<file path="config.mk">
export PLATFORM = sky130hd
export DESIGN_NAME = led_sweep_gen
export DESIGN_NICKNAME = d
export VERILOG_FILES = /design/src/rtl/led_sweep_gen.sv
export SDC_FILE = /design/constraint.sdc
export NUM_CORES = 1
export LEC_CHECK = 0
export ABC_AREA = 1
export ABC_CLOCK_PERIOD_IN_PS = 3550
export BUFFER_PORTS_ARGS = -buffer_cell sky130_fd_sc_hd__buf_2
export CORE_ASPECT_RATIO = 0.7
export CORE_MARGIN = 2
export CORE_UTILIZATION = 60
export CTS_CLUSTER_DIAMETER = 30
export DETAILED_ROUTE_END_ITERATION = 16
export GPL_TIMING_DRIVEN = 0
export PLACE_DENSITY = 0.83
export SLEW_MARGIN = 0
export SYNTH_ARGS = -nofsm -noshare
export SYNTH_HDL_FRONTEND = slang
export SYNTH_SLANG_ARGS = --single-unit
</file>
<file path="constraint.sdc">
create_clock -name CLOCK_50 -period 3.55 [get_ports CLOCK_50]
set_input_delay 0.1775 -clock CLOCK_50 [delete_from_list [all_inputs] [get_ports CLOCK_50]]
set_output_delay 0.1775 -clock CLOCK_50 [all_outputs]
set_load 0.01 [all_outputs]
</file>
<file path="src/rtl/led_sweep_gen.sv">
// rtl/led_sweep_gen.sv - LED sweep generator: bounce, rotate, bar and PWM-trailed comet patterns
// Registered LEDR/POS/END_PULSE are decoded from the sweep state one cycle after it updates.
module led_sweep_gen #(
  parameter int N_LEDS   = 18,
  parameter int BASE_DIV = 5_000_000,
  parameter int TRAIL    = 3,
  parameter int PWM_BITS = 4
) (
  input  logic                            CLOCK_50,
  input  logic                            RESET,
  input  logic [1:0]                      MODE,
  input  logic [1:0]                      SPEED,
  input  logic                            PAUSE,
  output logic [N_LEDS-1:0]               LEDR,
  output logic [$clog2(N_LEDS+1)-1:0]     POS,
  output logic                            END_PULSE
);

  localparam int CW = $clog2(4 * BASE_DIV);
  localparam int PW = $clog2(N_LEDS + 1);

  typedef enum logic [1:0] {
    MODE_BOUNCE = 2'd0,
    MODE_ROTATE = 2'd1,
    MODE_BAR    = 2'd2,
    MODE_COMET  = 2'd3
  } mode_e;

  mode_e                mode_q;
  logic [CW-1:0]        cnt_q, cnt_d, period_m1;
  logic [PW-1:0]        pos_q, pos_d;
  logic                 dir_q, dir_d;
  logic [PWM_BITS-1:0]  pwm_q;
  logic                 mode_chg, step, at_end;
  logic                 end_stage_q, end_q;
  logic [N_LEDS-1:0]    led_d, led_q;
  logic [PW-1:0]        pos_out_q;

  always_comb begin
    mode_chg  = (MODE != mode_q);
    period_m1 = CW'(BASE_DIV * (4 - int'(SPEED)) - 1);
    // >= also catches a counter left beyond a newly shortened period
    step      = !mode_chg && !PAUSE && (cnt_q >= period_m1);
    cnt_d     = cnt_q;
    pos_d     = pos_q;
    dir_d     = dir_q;
    at_end    = 1'b0;
    if (mode_chg) begin
      cnt_d = '0;
      pos_d = '0;
      dir_d = 1'b0;
    end else if (!PAUSE) begin
      cnt_d = step ? '0 : cnt_q + CW'(1);
      if (step) begin
        case (mode_q)
          MODE_ROTATE: begin
            dir_d = 1'b0;
            if (pos_q == PW'(N_LEDS - 1)) begin
              pos_d  = '0;
              at_end = 1'b1;
            end else begin
              pos_d = pos_q + PW'(1);
            end
          end
          MODE_BAR: begin
            if (!dir_q) begin
              pos_d = pos_q + PW'(1);
              if (pos_q == PW'(N_LEDS - 1)) begin
                dir_d  = 1'b1;
                at_end = 1'b1;
              end
            end else begin
              pos_d = pos_q - PW'(1);
              if (pos_q == PW'(1)) begin
                dir_d  = 1'b0;
                at_end = 1'b1;
              end
            end
          end
          default: begin
            if (!dir_q) begin
              pos_d = pos_q + PW'(1);
              if (pos_q == PW'(N_LEDS - 2)) begin
                dir_d  = 1'b1;
                at_end = 1'b1;
              end
            end else begin
              pos_d = pos_q - PW'(1);
              if (pos_q == PW'(1)) begin
                dir_d  = 1'b0;
                at_end = 1'b1;
              end
            end
          end
        endcase
      end
    end
  end

  // Trail LEDs sit behind the head; anything off the end of the bank simply isn't lit
  always_comb begin
    led_d = '0;
    if (mode_q == MODE_BAR) begin
      for (int i = 0; i < N_LEDS; i++) led_d[i] = (i < int'(pos_q));
    end else begin
      for (int i = 0; i < N_LEDS; i++) begin
        if (i == int'(pos_q)) begin
          led_d[i] = 1'b1;
        end else if (mode_q == MODE_COMET) begin
          for (int k = 1; k <= TRAIL; k++) begin
            if (((dir_q && i == int'(pos_q) + k) || (!dir_q && i + k == int'(pos_q))) &&
                int'(pwm_q) < ((2 ** PWM_BITS) >> k))
              led_d[i] = 1'b1;
          end
        end
      end
    end
  end

  always_ff @(posedge CLOCK_50) begin
    if (RESET) begin
      mode_q      <= mode_e'(MODE);
      cnt_q       <= '0;
      pos_q       <= '0;
      dir_q       <= 1'b0;
      pwm_q       <= '0;
      end_stage_q <= 1'b0;
      end_q       <= 1'b0;
      led_q       <= '0;
      pos_out_q   <= '0;
    end else begin
      mode_q      <= mode_e'(MODE);
      cnt_q       <= cnt_d;
      pos_q       <= pos_d;
      dir_q       <= dir_d;
      pwm_q       <= pwm_q + PWM_BITS'(1);
      end_stage_q <= at_end;
      end_q       <= end_stage_q;
      led_q       <= led_d;
      pos_out_q   <= pos_q;
    end
  end

  assign LEDR      = led_q;
  assign POS       = pos_out_q;
  assign END_PULSE = end_q;

endmodule

</file>
==> impl_metrics.yaml <==
detailed_routing:
  drt_pass1_iterations: 6
  postRouteAntennaNets: 0
  postRouteWirelength_um: 18400
  num_vias: 6053
  drt-wirelength-per-cell_um: 18.2
  drc: 0
  viasPerCell: 6.00
  initialDrtViolationCount: 1032
logic_synthesis:
  syn_area_um2: 5250
  avgSynthCellArea_um2: 6.27
  synth.net_count: 890
  ys_warn_count: 0
  synthCells: 838
  ys_ff_latch: 62
  yosysSeqAreaShare_pct: 23.6
  synthDistinctLibCells: 41
worst_setup_path:
  r2r_slack_ps: 610
  ff2ff_path_depth: 14
  crit_type: "input pin to register"
  start_kind: "input pin"
  crit_path_max_fanout: 10
  cp-end-kind: "register"
  critPathArrivalTime_ps: 3600
  critPathRequiredTime_ps: 3770
global_route:
  grt_pass1_vias: 5381
  grtUsageTotal_pct: 38.6
  grt_overflow: 0
  grt_pass1_wl_um: 27700
  antenna_found_initial: 0
  grt_max_degree: 13
final_layout:
  ff_latch_area_um2: 1240
  postLayoutCellArea_um2: 5910
  syn_to_final_growth_pct: 12.5
  drive_gt1_share_pct: 12.6
  fin_nets: 935
  antenna_cells: 0
  fillCellCount: 779
  multi_input_area_um2: 3540
sta:
  period_needed_ps: 3370
  tightest_slew_ps: 611
  setup_viol: 0
  hold_viol: 0
  slew_headroom_pct: 59.3
  slew_viol_final: 0
  setup_slack_ps: 175
  tns_ps: 0
  fin_crit_sh_pct: 95.1
  fmax_mhz: 296
  fin_skew_ps: 7.42
hold_path:
  worstHoldPathType: "input pin to register"
  min_path_cells: 3
power_and_ir_drop:
  pwr-share-clk_pct: 48.9
  irDropWorstVdd_mv: 0.353
  power_switching_uw: 449
  internal_power_mw: 1.27
  pwr-share-seq_pct: 41.3
  swShare_pct: 26.1
  p_per_area_nw_per_um2: 291
  leakage_nw: 2.78
  combPwrFrac_pct: 9.7
  power.total_mw: 1.72
floorplanning:
  die_height_um: 82.3
  die_x_um: 116
  die-area_um2: 9530
  initial_utilization_pct: 62.0
  num_rows: 28
  io_pins: 31
  core-area_um2: 8480
placed_design:
  preCtsSetupSlack_ps: -261
  dp_hpwl_um: 14100
  port_buffers: 28
  place_area_um2: 5540
  gp_congestion: 1.10
clock_tree:
  cts.sinks: 62
  clockBufferDepth: 2
  tritoncts: "built"
  cts_buffers: 9
  ctsHtreeMaxLevel: 3
  clk_latency_ps: 340
  root_buffer: "clkbuf_16"
  clk_pin_slew_ps: 50
job:
  drv_cap: 0
status:
  outcome: "finished clean"
## kinds of logic (layout without fill, tap and decap cells)
kind of cell               count (synthesis)  after routing  synth area share [%]
xor gates and xnor gates                  21             21                  3.50
and+or+nand+nor                          461            461                  38.6
AOI/OAI and AO/OA                        132            132                  14.2
buffers and inverters                    117            167                  9.34
DFF                                       62             62                  23.6
adders and majority gates                 45             45                  10.7
## final cells by class
class	count	share of cell area [%]
Timing Repair Buffer	34	3.22
Clock inverter	5	0.699
Sequential cell	62	21.0
Multi-Input combinational cell	659	59.9
Buffer	30	2.82
Clock buffer	11	4.28
Inverter	87	5.59
Tap cell	120	2.54
## placed cells by master, fill, tap and decap left out, types with 3 or more instances in the layout
cell type and count:
a211oi_1 3, a21oi_1 34, a21oi_2 6, buf_2 38, buf_4 6, buf_6 4, clkbuf_1 11, clkbuf_16 9
clkinvlp_4 3, dfxtp_1 62, ha_1 44, inv_1 80, inv_2 6, nand2_1 196, nand2_2 12, nand3_1 70
nand4_1 7, nor2_1 132, nor2_2 3, nor2_4 5, nor3_1 21, nor3_2 3, nor4_1 3, o211ai_1 4
o21ai_0 60, o21ai_1 9, o22ai_1 5, xnor2_1 7, xor2_1 14
## worst paths after layout
| path | end | from |
|---|---|---|
| worst max register to register | LEDR[2] | pos_q[1] |
| worst min-delay path | cnt_q[0] | PAUSE |
| worst min register to register | END_PULSE | end_stage_q |
| worst max-delay path | pos_q[1] | SPEED[0] |
## state kept, by name, summed over array words and instances (netlist names)
name and count:
pwm_q 4, cnt_q 25, POS 5, mode_q 2, LEDR 18, END_PULSE 1, dir_q 1, pos_q 5
end_stage_q 1
## worst max-delay path, stage by stage
cell and delay (ps):
buf_2 210, clkinvlp_4 210, ha_4 330, inv_1 100, nand2_1 140, nand2_1 90
ha_1 320, nor3_2 210, xor2_1 100, ha_1 310, nand4_1 120, or2_2 320
o21ai_0 210, nand2_1 70, nand2_1 130, nand2_1 110, buf_2 200, o21ai_0 180
nor2_1 50
## Yosys cell counts (all sizes together)
master    n  area share [%]
nand2   210              16
nor2    142              12
inv      87             6.2
nand3    72             7.1
o21ai    71             6.9
dfxtp    62              24
ha       45              11
a21oi    41             4.5
nor3     24             2.5
buf      19             2.3
xor2     14             2.3
clkbuf   11            0.79
nand4     7            0.83
xnor2     7             1.2
o22ai     5            0.60
o211ai    4            0.57
a211oi    3            0.43
nor4      3            0.36
a31oi     2            0.24
o21bai    2            0.29
o31ai     2            0.29
a21boi    1            0.14
nand3b    1            0.14
nor4b     1            0.17
o41ai     1            0.17
or2       1            0.12
## repair_timing
item	CTS	global route
hold endpoints to repair	2	0
resized for setup	0	4
buffers inserted	0	4
endpoints found under the setup margin	0	32
hold buffers	2	0
## power groups by stage
stage,logic (mW),clock network (mW),registers [mW]
2_1_floorplan,0.102,0,0.727
3_3_place_gp,0.141,0,0.726
3_5_place_dp,0.148,0,0.727
4_1_cts,0.152,0.847,0.712
5_1_grt,0.182,0.878,0.712
6_report,0.168,0.843,0.712
## metrics by stage
stage	hold WS, ps	util [%]	cells
after floorplan	205	-	838
after global placement	309	65.4	986
after detailed placement	314	65.4	986
after CTS	201	69.1	1004
after global routing	241	69.7	1008
final	215	69.7	1008
## layer usage
| layer | vias up | wire length, µm | global-route usage, % |
|---|---|---|---|
| met5 | - | 48 | 3.89 |
| met4 | 2 | 363 | 10.2 |
| met3 | 48 | 3160 | 17.7 |
| li1 | 2814 | - | - |
| met2 | 470 | 7010 | 51.5 |
| met1 | 2719 | 7810 | 55.0 |
Power figures use the tool's default switching activity.
